## src/rtl/timing_gen.sv

```systemverilog
// 6502 instruction-cycle timing generator: one-hot T-state strobes,
// SYNC, stall indication and free-running debug counters.
module timing_gen #(
    parameter int CNT_W = 16
) (
    input  logic             PHI0,
    input  logic             _RES,
    input  logic             RDY,
    input  logic             WR,
    input  logic             TRES,
    input  logic             RMW,
    output logic             T0,
    output logic             T1,
    output logic             T2,
    output logic             T3,
    output logic             T4,
    output logic             T5,
    output logic             T6,
    output logic             SYNC,
    output logic             _ready,
    output logic [CNT_W-1:0] CYCCNT,
    output logic [CNT_W-1:0] INSTCNT
);

    typedef enum logic [6:0] {
        S_T0 = 7'b0000001,
        S_T1 = 7'b0000010,
        S_T2 = 7'b0000100,
        S_T3 = 7'b0001000,
        S_T4 = 7'b0010000,
        S_T5 = 7'b0100000,
        S_T6 = 7'b1000000
    } state_t;

    state_t state;
    state_t state_nx;
    logic   adv;

    // Writes cannot be held off, so RDY only stalls read cycles.
    assign adv    = RDY | WR;
    assign _ready = ~adv;

    always_ff @(posedge PHI0) begin
        if (!_RES) begin
            state   <= S_T0;
            CYCCNT  <= '0;
            INSTCNT <= '0;
        end else if (adv) begin
            state  <= state_nx;
            CYCCNT <= CYCCNT + CNT_W'(1);
            if (state == S_T1)
                INSTCNT <= INSTCNT + CNT_W'(1);
        end
    end

    always_comb begin
        state_nx = S_T0;
        case (state)
            S_T0: state_nx = S_T1;
            S_T1: state_nx = TRES ? S_T0 : S_T2;
            S_T2: state_nx = TRES ? S_T0 : S_T3;
            S_T3: state_nx = TRES ? S_T0 : S_T4;
            S_T4: state_nx = TRES ? S_T0 : S_T5;
            S_T5: state_nx = (!TRES && RMW) ? S_T6 : S_T0;
            S_T6: state_nx = S_T0;
            default: state_nx = S_T0;
        endcase
    end

    assign T0   = state[0];
    assign T1   = state[1];
    assign T2   = state[2];
    assign T3   = state[3];
    assign T4   = state[4];
    assign T5   = state[5];
    assign T6   = state[6];
    assign SYNC = state[1];

endmodule

```

## config.mk

```make
export PLATFORM = sky130hd
export DESIGN_NAME = timing_gen
export DESIGN_NICKNAME = d
export VERILOG_FILES = /design/src/rtl/timing_gen.sv
export SDC_FILE = /design/constraint.sdc
export NUM_CORES = 1
export LEC_CHECK = 0
export ABC_AREA = 1
export ABC_CLOCK_PERIOD_IN_PS = 1400
export CORE_MARGIN = 3
export CORE_UTILIZATION = 45
export CTS_BUF_LIST = sky130_fd_sc_hd__clkbuf_16
export CTS_CLUSTER_DIAMETER = 80
export DETAILED_ROUTE_END_ITERATION = 8
export PLACE_DENSITY = 0.73
export SLEW_MARGIN = 20
export SYNTH_ARGS = -nofsm -noshare
export SYNTH_HDL_FRONTEND = slang
export SYNTH_SLANG_ARGS = --single-unit
```

## constraint.sdc

```tcl
create_clock -name PHI0 -period 1.4 [get_ports PHI0]
set_input_delay 0.14 -clock PHI0 [delete_from_list [all_inputs] [get_ports PHI0]]
set_output_delay 0.14 -clock PHI0 [all_outputs]
set_load 0.05 [all_outputs]
```

==> reports/qor.txt, run 1 <==
DRT antenna net count: 0
Number of enable flip-flop cells after synthesis: 0
XOR/XNOR Fraction of Synth Area: 1.75%
Max-cap viol count: 0
Post-Route WL: 5.89 mm
Flop2flop setup slack: 0.005 ns
Iter 0 DRT Violations: 207
Yosys Warn Count: 0
P&R area growth vs syn: 65.9%
Rel. slew slack: 78.0%
Detailed-route via count: 2216
Status: finished clean
Met1 GRT Util: 27.0%
Top Family by Delay on Critical Path: simple AND/OR/NAND/NOR gates
Number of fill cells: 270
Simple-Gate Fraction of Synth Area: 37.3%
Vias in the first global route: 2076
Worst slew pin tran: 0.327 ns
Hold path startpoint: CYCCNT[0]
Fin. Hold Viols: 0
Sequence of cells on the critical path: inv_2 > nor2_2 > nand2_2 > nor2_4 > nand2_4 > inv_8 > buf_6 > nand4_1 > nand2_1 > nor2_1
F_max: 717 MHz
Met3 usage: 5.37%
CP max-delay cell: dfxtp_4
Die height: 72.6 um
DP Area: 0.00305 mm2
Clk slew on worst S/H paths: 0.06 ns
Clock buffer count from CTS: 5
Synth Area in Adders: 1.25%
Post-route cell area: 0.00331 mm2
Clk_lat worst skew: 0.28 ns
Avg Inst Size Synth: 6.68 um2
Die area: 0.00528 mm2
Fin util: 80.0%
Initial antenna violation count: 0
Layout cells sized above 1: 36.8%
Crit Path Class: flop to flop
Period utilisation layout: 99.7%
IO Port Bufs: 46
DR pass1 iterations: 4
Global route overflow: 0
Final setup fails: 0
Worst Path Required: 1.58 ns
CTS HTree Levels: 2
Clk buf depth: 2
CTS Root Cell: clkbuf_16
Leakage Power: 0.00137 uW
CP peak stage delay: 0.36 ns
Slew Viols, Final: 0
Worst vdd ir: 784 uV
HPWL Detailed: 3.97 mm
CP Capture Type: flop
First-pass GRT wire length: 9.22 mm
Ys flop type: dfxtp_1
TritonCTS Sinks: 39
Cell area after synthesis: 0.00200 mm2
Final nets: 382
Reg2reg start: state[1]
Cells after Synth: 299
Hold Path End: CYCCNT[0]
Worst R2R End: INSTCNT[15]
Post-route setup slack: 0.00454 ns
Max Clock Skew: 0.00370 ns
Commonest non-fill, non-tap cell in the layout: nand2_1
Antenna diodes: 0
Most frequent cells in the layout: nand2_1 (74), nor2_1 (42), buf_12 (35)
I/O pins: 47
CTS tree: done
Clock network fraction of total power: 41.3%
Mux cell area share after synthesis: 0%
Hold_buf cts: 0
Worst setup SP type: flop
Worst R2R Path Depth: 10
Die width: 72.6 um
All-Layer GR Usage: 22.3%
Combinational power share: 14.7%
Vias per inst: 5.21
DR WL/cell: 13.8 um
Flop pwr share: 44.0%
WP data arrival: 1.57 ns
DP Worst Slack: -0.141 ns
Core Area: 0.00414 mm2
Crit path max fanout: 8
Gpl congestion: 0.892
Min cycle time layout: 1.40 ns
Crit path buf inv count: 3
RSZ-0062 raised after global routing: true
Switching pwr: 677 uW
DRC viols: 0
Flop and latch count out of synthesis: 39
Starting density of the core: 48.2%
Internal power: 1930 uW
Met2 Use GR: 37.7%
Main combinational cell family by area after synthesis: simple AND/OR/NAND/NOR gates
Post-Syn Nets: 307
Hold WC Path Type: flop to flop
FFs w/ async S/R, synth: 0%
Sw Ratio: 25.9%
Pwr/cell area: 787 mW/mm2
Post-synthesis compound-gate area fraction: 11.8%
Seq/Total Area, Yosys: 39.1%
Busiest layer in global routing: met2
Hold Path Cell Cnt: 1
Rows: 23
Largest net degree at the start of global routing: 17
Cell variety after synth: 29
[final cells by class]
cell class                      count  area (um2)  area share [%]
Timing Repair Buffer               75        1020            30.7
Multi-Input combinational cell    219        1120            33.7
Sequential cell                    39         845            25.5
Clock inverter                      3        11.3           0.340
Tap cell                           50        62.6            1.89
Clock buffer                        5         125            3.78
Inverter                           34         135            4.08
[cell families after synthesis]
| kind of cell | Yosys count |
|---|---|
| adders and majority gates | 2 |
| DFF | 39 |
| xor gates and xnor gates | 4 |
| AOI/OAI and AO/OA | 45 |
| and+or+nand+nor | 168 |
| buffers and inverters | 41 |
[power by group through the flow]
stage	registers [uW]	logic [uW]	clock network [uW]
floorplan	1230	132	0
global placement	1170	354	0
detailed placement	1180	361	0
CTS	1150	363	1080
global route	1150	411	1140
finish	1150	384	1080
[routing by layer]
metal | part of all wire, % | vias to the layer above
met2 | 52 | 75
met3 | 5.6 | 15
li1 | - | 1112
met4 | 2.2 | 0
met5 | 0 | -
met1 | 40 | 1014
[how the worst max path moves through the flow]
stage	depth (start not counted)	to	start
after floorplan	7	INSTCNT[8]	INSTCNT[1]
after global placement	6	CYCCNT[4]	WR
after global routing	10	INSTCNT[15]	state[1]
after detailed placement	6	CYCCNT[4]	WR
after CTS	9	state[2]	state[1]
final	10	INSTCNT[15]	state[1]
[worst register-to-register path, stage by stage, from the launching register on]
cell     delay, ns
dfxtp_4       0.36
inv_2         0.04
nor2_2        0.13
nand2_2       0.08
nor2_4        0.15
nand2_4       0.13
inv_8         0.10
buf_6         0.12
nand4_1       0.08
nand2_1       0.07
nor2_1        0.03
[cells in the mapped netlist, types with 2 or more instances]
library cell | count | area, um2
nor3_2 | 4 | 40.0
dfxtp_1 | 39 | 781
nand4_1 | 6 | 37.5
a21oi_1 | 28 | 140
ha_1 | 2 | 25.0
nand3_1 | 18 | 90.1
inv_1 | 31 | 116
a31oi_1 | 2 | 12.5
xor2_1 | 3 | 26.3
nor2_2 | 6 | 37.5
nor3_1 | 5 | 25.0
nand2_2 | 3 | 18.8
buf_2 | 2 | 10.0
nand2_1 | 76 | 285
nor2_4 | 2 | 22.5
nor2_1 | 47 | 176
o21ai_0 | 11 | 55.1
buf_6 | 2 | 22.5
a211oi_1 | 2 | 15.0
[flip-flops by register name (all words and copies together) (netlist names)]
register and count:
CYCCNT 16, INSTCNT 16, state 7
[through the flow]
stage	hold WS [ns]	setup TNS [ns]	total power (uW)	std cells
2_1_floorplan	0.291	0	1370	299
3_3_place_gp	0.457	-0.0514	1530	414
3_5_place_dp	0.463	-0.564	1540	414
4_1_cts	0.471	0	2600	422
5_1_grt	0.496	-0.849	2700	425
6_report	0.478	0	2610	425
[what timing repair did]
action | 4_1_cts | 5_1_grt
setup endpoints to repair | 0 | 18
buffers inserted | 0 | 3
gates resized for setup | 0 | 31
Note: power is estimated with default switching activity, not from simulation.
==> run 2: changes to the inputs <==
ABC_AREA = default   (was 1)
==> run 2 against run 1 <==
The run now ends with negative setup slack left. First-iteration DRC count increased by 48%. Flip-flop and latch count unchanged. Routed wire length increased by 47%. Core utilization increased by 10 points. Die area increased by 0.29%. Register-to-register slack got worse by 0.41 ns. Clock-buffer cell count increased by 1. Maximum frequency decreased by 23%. Largest power group is now the clock network.
==> reports/qor.txt, run 2 <==
Status: finished with violations
Violated checks: negative setup slack
Flop and latch count out of synthesis: 39 (unchanged)
Commonest non-fill, non-tap cell in the layout: buf_4
Clk slew on worst S/H paths: 0.06 ns (about the same)
Largest registers: CYCCNT (16), INSTCNT (16), state (7)
Die width: 72.7 um (+0.14%)
Clock buffer count from CTS: 5 (unchanged)
Iter 0 DRT Violations: 306 (+48%)
Vias per inst: 6.29 (+21%)
Leakage Power: 0.00149 uW (+9.3%)
All-Layer GR Usage: 26.1% (+3.9 points)
Crit path to: INSTCNT[7]
Slew Viols, Final: 0 (unchanged)
CP Capture Type: flop
Final nets: 353 (-7.6%)
Largest net degree at the start of global routing: 20 (+3)
Worst setup SP type: flop
Starting density of the core: 48.4% (+0.15 points)
Post-route setup slack: -0.407 ns (-0.411 ns)
DRT antenna net count: 0 (unchanged)
P&R area growth vs syn: 87.0%
Worst slew pin tran: 0.448 ns (+0.121 ns)
Yosys Warn Count: 0 (unchanged)
Max Clock Skew: 0.00638 ns (+0.00267 ns)
Flop2flop setup slack: -0.41 ns (-0.41 ns)
Clk buf depth: 2 (unchanged)
Initial antenna violation count: 0 (unchanged)
Hold WC Path Type: flop to flop
Area leader, netlist: dfxtp_1
Max-cap viol count: 0 (unchanged)
Layout cells sized above 1: 52.0% (+15 points)
Worst Path Required: 1.57 ns (about the same)
Non-filler cells, final: 396 (-6.8%)
Area of the multi-input gates: 0.00128 mm2 (+14%)
Fin. Hold Viols: 0 (unchanged)
Crit path max fanout: 7 (-1)
F_max: 553 MHz (-23%)
Crit Path Class: flop to flop
Global route overflow: 0 (unchanged)
Avg Inst Size Synth: 8.53 um2 (+28%)
Post-route cell area: 0.00375 mm2 (+13%)
Hold_buf cts: 0 (unchanged)
WP data arrival: 1.97 ns (+0.40 ns)
Post-synth top cells: dfxtp_1 (39), nor2_1 (22), a21oi_1 (20)
CTS tree: done
Largest cells by area after synthesis: dfxtp_1 (39%), a21oi_1 (5.0%), nor2_1 (4.1%)
DP Worst Slack: -0.536 ns (-0.395 ns)
Post-Syn Nets: 243 (-21%)
Dpl cells: 373 (-9.9%)
Min cycle time layout: 1.81 ns (+0.411 ns)
DR pass1 iterations: 5 (+1)
Rel. slew slack: 70.0% (-8.0 points)
DP Area: 0.00333 mm2 (+9.3%)
Core Area: 0.00414 mm2 (unchanged)
FFs w/ async S/R, synth: 0% (unchanged)
Post-Route WL: 8.66 mm (+47%)
Reg2reg start: state[3]
Setup TNS: -5.33 ns (-5.33 ns)
Antenna diodes: 0 (unchanged)
Vias in the first global route: 2275 (+9.6%)
Total area of sequential cells: 867 um2 (+2.7%)
Worst hold-check slack: 0.502 ns (+0.0246 ns)
TritonCTS Sinks: 39 (unchanged)
Seq/Total Area, Yosys: 39.0% (-0.12 points)
Rows: 23 (unchanged)
Cell variety after synth: 45 (+55%)
Detailed-route via count: 2489 (+12%)
Cells after Synth: 235 (-21%)
Cell area after synthesis: 0.00200 mm2 (+0.31%)
Worst R2R End: INSTCNT[7]
Die height: 72.7 um (+0.14%)
RSZ-0062 raised after global routing: true
I/O pins: 47 (unchanged)
Final setup fails: 25 (+25)
CTS Root Cell: clkbuf_16
Share of the synthesized area in the top cell type: 39.0% (-0.12 points)
Gpl congestion: 0.833 (-6.6%)
Die area: 0.00529 mm2 (+0.29%)
DRC viols: 0 (unchanged)
Period utilisation layout: 129% (+29 points)
Crit path from: state[3]
First-pass GRT wire length: 10.9 mm (+18%)
Ys flop type: dfxtp_1
Worst R2R Path Depth: 6 (-4)
Clk_lat worst skew: 0.29 ns (about the same)
CTS HTree Levels: 2 (unchanged)
IO Port Bufs: 46 (unchanged)
HPWL Detailed: 4.27 mm (+7.6%)
Top-count cell post-synth: dfxtp_1
Pwr/cell area: 769 mW/mm2 (-2.2%)
Worst vdd ir: 720 uV (-8.2%)
DR WL/cell: 21.9 um (+58%)
Number of enable flip-flop cells after synthesis: 0 (unchanged)
Most frequent cells in the layout: buf_4 (70), buf_12 (34), nor2_1 (21)
Number of fill cells: 169 (-37%)
-- run 2: area by class of cell --
cell class,instances,area share (%)
multi-input cells,173,34.1
well taps,50,1.67
repair buffers,117,35.9
flip-flops and latches,39,23.1
inverters,9,1.00
clock inverters,2,0.234
clock buffers,6,4.01
-- run 2: worst min-delay path by stage --
stage | slack (ns) | endpoint | start | depth (start not counted)
3_5_place_dp | 0.49 | CYCCNT[6] | CYCCNT[6] | 2
4_1_cts | 0.50 | CYCCNT[6] | CYCCNT[6] | 2
5_1_grt | 0.51 | CYCCNT[13] | CYCCNT[13] | 2
3_3_place_gp | 0.47 | CYCCNT[13] | CYCCNT[13] | 2
6_report | 0.50 | CYCCNT[13] | CYCCNT[13] | 2
2_1_floorplan | 0.33 | state[2] | TRES | 3
-- run 2: routing by layer --
metal / GRT usage (%) / part of all wire (%) / wire [um]
met3: 6.34 / 7.2 / 625
met2: 45.6 / 50 / 4370
met5: 0 / 0 / 0
met1: 31.3 / 39 / 3340
met4: 8.81 / 3.8 / 326
-- run 2: timing repair --
action / CTS / global route
pin swaps: 5 / 13
buffers inserted: 8 / 6
resized for setup: 14 / 20
hold endpoints to repair: 0 / 0
cloned: 1 / 0
setup endpoints to repair: 24 / 27
-- run 2: report_power, final --
part	switching, uW	internal [uW]
clock network	496	761
registers	21.2	1100
logic	262	240
total	779	2100
-- run 2: stage by stage --
stage	utilization, %	total power (uW)
after floorplan	-	1360
after global placement	80.3	1570
after detailed placement	80.3	1580
after CTS	87.0	2800
after global routing	90.4	2930
final	90.4	2880
-- run 2: logic make-up after synthesis --
logic type	count (synthesis)	synth area share, %
xor gates and xnor gates	14	6.12
DFF	39	39.0
and+or+nand+nor	106	31.1
adders and majority gates	2	1.25
buffers and inverters	24	5.74
muxes	5	2.50
AOI/OAI and AO/OA	45	14.4
-- run 2: worst max-delay path, stage by stage, from the launching register on --
cell     delay (ns)
dfxtp_4        0.37
nor4_4         0.25
buf_4          0.19
nand4_2        0.21
buf_4          0.24
o31ai_1        0.30
a21oi_1        0.12
==> variant 1 (config.mk and constraints of run 1) <==
Put one more register stage on the output `INSTCNT`. The value now appears one clock later. The other outputs are not delayed to match.
--- a/src/rtl/timing_gen.sv
+++ b/src/rtl/timing_gen.sv
@@ -34,2 +34,4 @@
 
+    logic [CNT_W-1:0] INSTCNT_s0;
+
     state_t state;
@@ -46,3 +48,3 @@
             CYCCNT  <= '0;
-            INSTCNT <= '0;
+            INSTCNT_s0 <= '0;
         end else if (adv) begin
@@ -51,3 +53,3 @@
             if (state == S_T1)
-                INSTCNT <= INSTCNT + CNT_W'(1);
+                INSTCNT_s0 <= INSTCNT_s0 + CNT_W'(1);
         end
@@ -78,2 +80,6 @@
 
+    always_ff @(posedge PHI0) begin
+        INSTCNT <= INSTCNT_s0;
+    end
+
 endmodule
Check against the original RTL: not equivalent (Yosys sat finds a counterexample within 4 cycles, from zero or initial values).
==> variant 1 against run 1 <==
The flow now finishes with violations (negative setup slack). Final area grew 5.8%. Wire length shrank 5.6%. Total power grew 22%. Global-route usage shrank 4.2 points. Worst setup slack lost 0.0052 ns. Synthesized area grew 17%. Sequential cell count grew 16. Final cell count grew 7.1%. Clock power grew 12%. Maximum frequency shrank 0.37%.
==> variant 1: results (changes against run 1) <==
stage	metric	value	unit	change
logic_synthesis	netlist_top_cells_area	dfxtp_1 47%, nand2_1 12%, nor2_1 7.6%		was dfxtp_1 39%, nand2_1 14%, nor2_1 8.8%
min_path	hold_end	INSTCNT[3]		was CYCCNT[0]
status	violations	negative setup slack		
detailed_routing	wl_per_cell	12.2	um	was 13.8 um
status	status	complete, but fails checks		was completed
detailed_routing	vias_per_cell	4.88		was 5.21
power	peakVddDrop	0.000690	V	was 0.000784 V
placement	gp_congestion	0.854		was 0.892
layout	n_all_inverters	29		was 34
power	power.switching	0.000788	W	was 0.000677 W
logic_synthesis	ys_ff_latch	55		was 39
layout	buffers	78		was 75
grt	grt_pass1_vias	2009		was 2,076
placement	dpl.hpwl	3.89	mm	was 3.97 mm
logic_synthesis	synth_seq_area_share	47.3	%	was 39.1%
timing	fin_skew	0.00375	ns	was 0.00370 ns
power	combPwrFrac	11.6	%	was 14.7%
timing	layout_setup_ws	-0.000705	ns	was 0.00454 ns
layout	clkCellAreaFrac	4.10	%	was 4.11%
timing	final-setup-viol-count	1		was 0
layout	multi_input_gates	218		was 219
layout	final_layout_size_suffix_gt1_share	38.9	%	was 36.8%
placement	place_ws	-0.130	ns	was -0.141 ns
power	p_leak	1.50	nW	was 1.37 nW
layout	top_regs	CYCCNT (16), INSTCNT (16), INSTCNT_s0 (16)		was CYCCNT (16), INSTCNT (16), state (7)
logic_synthesis	synth_fp_nets	318		was 307
logic_synthesis	synth_common_cells	73 x nand2_1, 55 x dfxtp_1, 47 x nor2_1, 26 x a21oi_1, 23 x inv_1		was 76 x nand2_1, 47 x nor2_1, 39 x dfxtp_1, 31 x inv_1, 28 x a21oi_1
setup_path	crit_fanout	4		was 8
setup_path	reg2reg_depth	9		was 10
layout	seq_share	32.5	%	was 25.5%
timing	finalSetupTns	-0.000705	ns	was 0 ns
grt	grt_max_degree	18		was 17
## variant 1: cell count changes after synthesis, moves of 3 or more
cell / delta
o21ai_1: +3
inv_2: +5
nand2_1: -3
o21ai_0: -4
nor3b_1: +3
dfxtp_1: +16
inv_1: -8
## variant 1: how the worst max path moves through the flow
stage	endpoint	slack [ns]
6_report	CYCCNT[10]	-0.0007
5_1_grt	CYCCNT[10]	-0.09
4_1_cts	INSTCNT_s0[9]	-0.0006
3_5_place_dp	INSTCNT_s0[6]	-0.13
3_3_place_gp	INSTCNT_s0[11]	-0.08
2_1_floorplan	CYCCNT[10]	0.001
## variant 1: metrics by stage
stage	instance area (um2)	hold slack [ns]	std cells	power (W)
floorplan	2360	0.271	310	0.00183
global placement	3140	0.361	441	0.00198
detailed placement	3140	0.365	441	0.00199
CTS	3290	0.375	449	0.00319
global route	3510	0.394	455	0.00333
finish	3510	0.384	455	0.00319
## variant 1: metal layers
metal	vias to the layer above	global-route usage (%)	routed length, um
met4	0	6.12	78
met5	-	0	0
met3	6	3.83	332
li1	1146	-	-
met1	1006	24.1	2490
met2	62	28.9	2660
## variant 1: cells by family after synthesis
logic type      Yosys count  synth area share (%)
compound gates           40                  8.91
xor+xnor                  6                  2.26
fa+ha+maj                 2                  1.07
buf+inv                  37                  6.77
flops                    55                  47.3
simple gates            170                  33.7
## variant 1: critical path, cell delays in order, from the launching register on
cell,delay [ns]
dfxtp_4,0.38
ha_4,0.14
nand2_2,0.06
nor2_2,0.11
nand2_2,0.10
inv_4,0.09
nand3_4,0.07
nor2_4,0.13
nand2_1,0.05
nor3b_2,0.15
## variant 1: repair_timing
item                       4_1_cts  5_1_grt
gates cloned                     0        0
pin swaps                        0       17
setup endpoints to repair        8       23
buffers inserted                 0        6
resized for setup                2       45
==> variant 2 (config.mk and constraints of run 1) <==
Without the edit above. `CNT_W`: 16 -> 14.
--- a/src/rtl/timing_gen.sv
+++ b/src/rtl/timing_gen.sv
@@ -3,3 +3,3 @@
 module timing_gen #(
-    parameter int CNT_W = 16
+    parameter int CNT_W = 14
 ) (
Interface: changed (resized CYCCNT and INSTCNT); port bits go from 47 to 43. No check against the original RTL was run, so the function may have changed too.
==> variant 2 against run 1 <==
Synthesized area fell by 12%. Wire length decreased by 13%. Via count fell by 12%. Count of clock-buffer cells in the layout did not move. Total power increased by 8.0%. Sequential power decreased by 9.6%. Sequential cell count shrank 4. Final area shrank 9.6%. Maximum frequency is 3.3% higher. Clock power up 32%. Critical endpoint is now INSTCNT[3]. Worst setup slack better by 0.045 ns.
==> variant 2: results (changes against run 1) <==
stage	metric	value	unit	change
status	status	completed		unchanged
grt	grt_usage	22.3	%	about the same
grt	grt_max_degree	19		was 17
logic_synthesis	synth_cell_types	31		was 29
placement	place_ws	-0.174	ns	was -0.141 ns
grt	grt_pass1_wl	7.81	mm	was 9.22 mm
detailed_routing	vias_per_cell	5.16		was 5.21
layout	top_regs	CYCCNT (14), INSTCNT (14), state (7)		was CYCCNT (16), INSTCNT (16), state (7)
setup_path	crit_fanout	9		was 8
layout	area_growth	70.5	%	was 65.9%
layout	final_nets	336		was 382
clock_tree	clock_sinks	35		was 39
logic_synthesis	synthAdderAreaFrac	1.42	%	was 1.25%
layout	seq_share	24.9	%	was 25.5%
layout	buffers	66		was 75
setup_path	cp.arrival	1.52	ns	was 1.57 ns
placement	port_buffers	42		was 46
grt	grt.met2_usage	37.4	%	was 37.7%
logic_synthesis	synth_common_cells	69 x nand2_1, 40 x nor2_1, 35 x dfxtp_1, 24 x a21oi_1, 22 x inv_1		was 76 x nand2_1, 47 x nor2_1, 39 x dfxtp_1, 31 x inv_1, 28 x a21oi_1
layout	multiInputGateArea	1010	um2	was 1120 um2
layout	buf_share	29.6	%	was 30.7%
logic_synthesis	synth_seq_area_share	39.9	%	was 39.1%
logic_synthesis	synth_fp_nets	269		was 307
floorplanning	die_w	68.5	um	was 72.6 um
layout	multi_input_gates	194		was 219
logic_synthesis	synthCells	261		was 299
detailed_routing	wl_met3	270	um	was 330 um
layout	final_layout_size_suffix_gt1_share	38.0	%	was 36.8%
power	peakVddDrop	0.000970	V	was 0.000784 V
layout	n_fill_cell	235		was 270
grt	met3_usage	6.81	%	was 5.37%
timing	fin_skew	0.00414	ns	was 0.00370 ns
detailed_routing	drt-total-wl	5.10	mm	was 5.89 mm
timing	worst_pin_slew	0.264	ns	was 0.327 ns
layout	clkCellAreaFrac	6.30	%	was 4.11%
detailed_routing	route.met2.wl	2.61	mm	was 3.08 mm
-- variant 2: worst reg2reg max path, stage by stage (launching register included) --
cell	delay, ns
dfxtp_4	0.36
inv_2	0.04
nor2_1	0.08
nand2_1	0.09
nor2_4	0.16
nand2_4	0.13
inv_8	0.10
nand2_1	0.08
o21ai_1	0.15
a21oi_1	0.05
-- variant 2: where the power goes --
group	internal, W	switching [W]	leakage [nW]	total (W)
combinational	0.000147	0.000201	0.777	0.000348
sequential	0.00101	0.0000246	0.296	0.00104
clock	0.00101	0.000415	0.0952	0.00143
total	0.00218	0.000641	1.17	0.00282
-- variant 2: worst paths after layout --
| kind | start | endpoint | slack, ns | cells after the start |
|---|---|---|---|---|
| worst max-delay path | state[1] | INSTCNT[3] | 0.05 | 9 |
| worst min-delay path | CYCCNT[6] | CYCCNT[6] | 0.45 | 2 |
| worst max register to register | state[1] | INSTCNT[3] | 0.05 | 9 |
| worst min register to register | CYCCNT[6] | CYCCNT[6] | 0.45 | 2 |
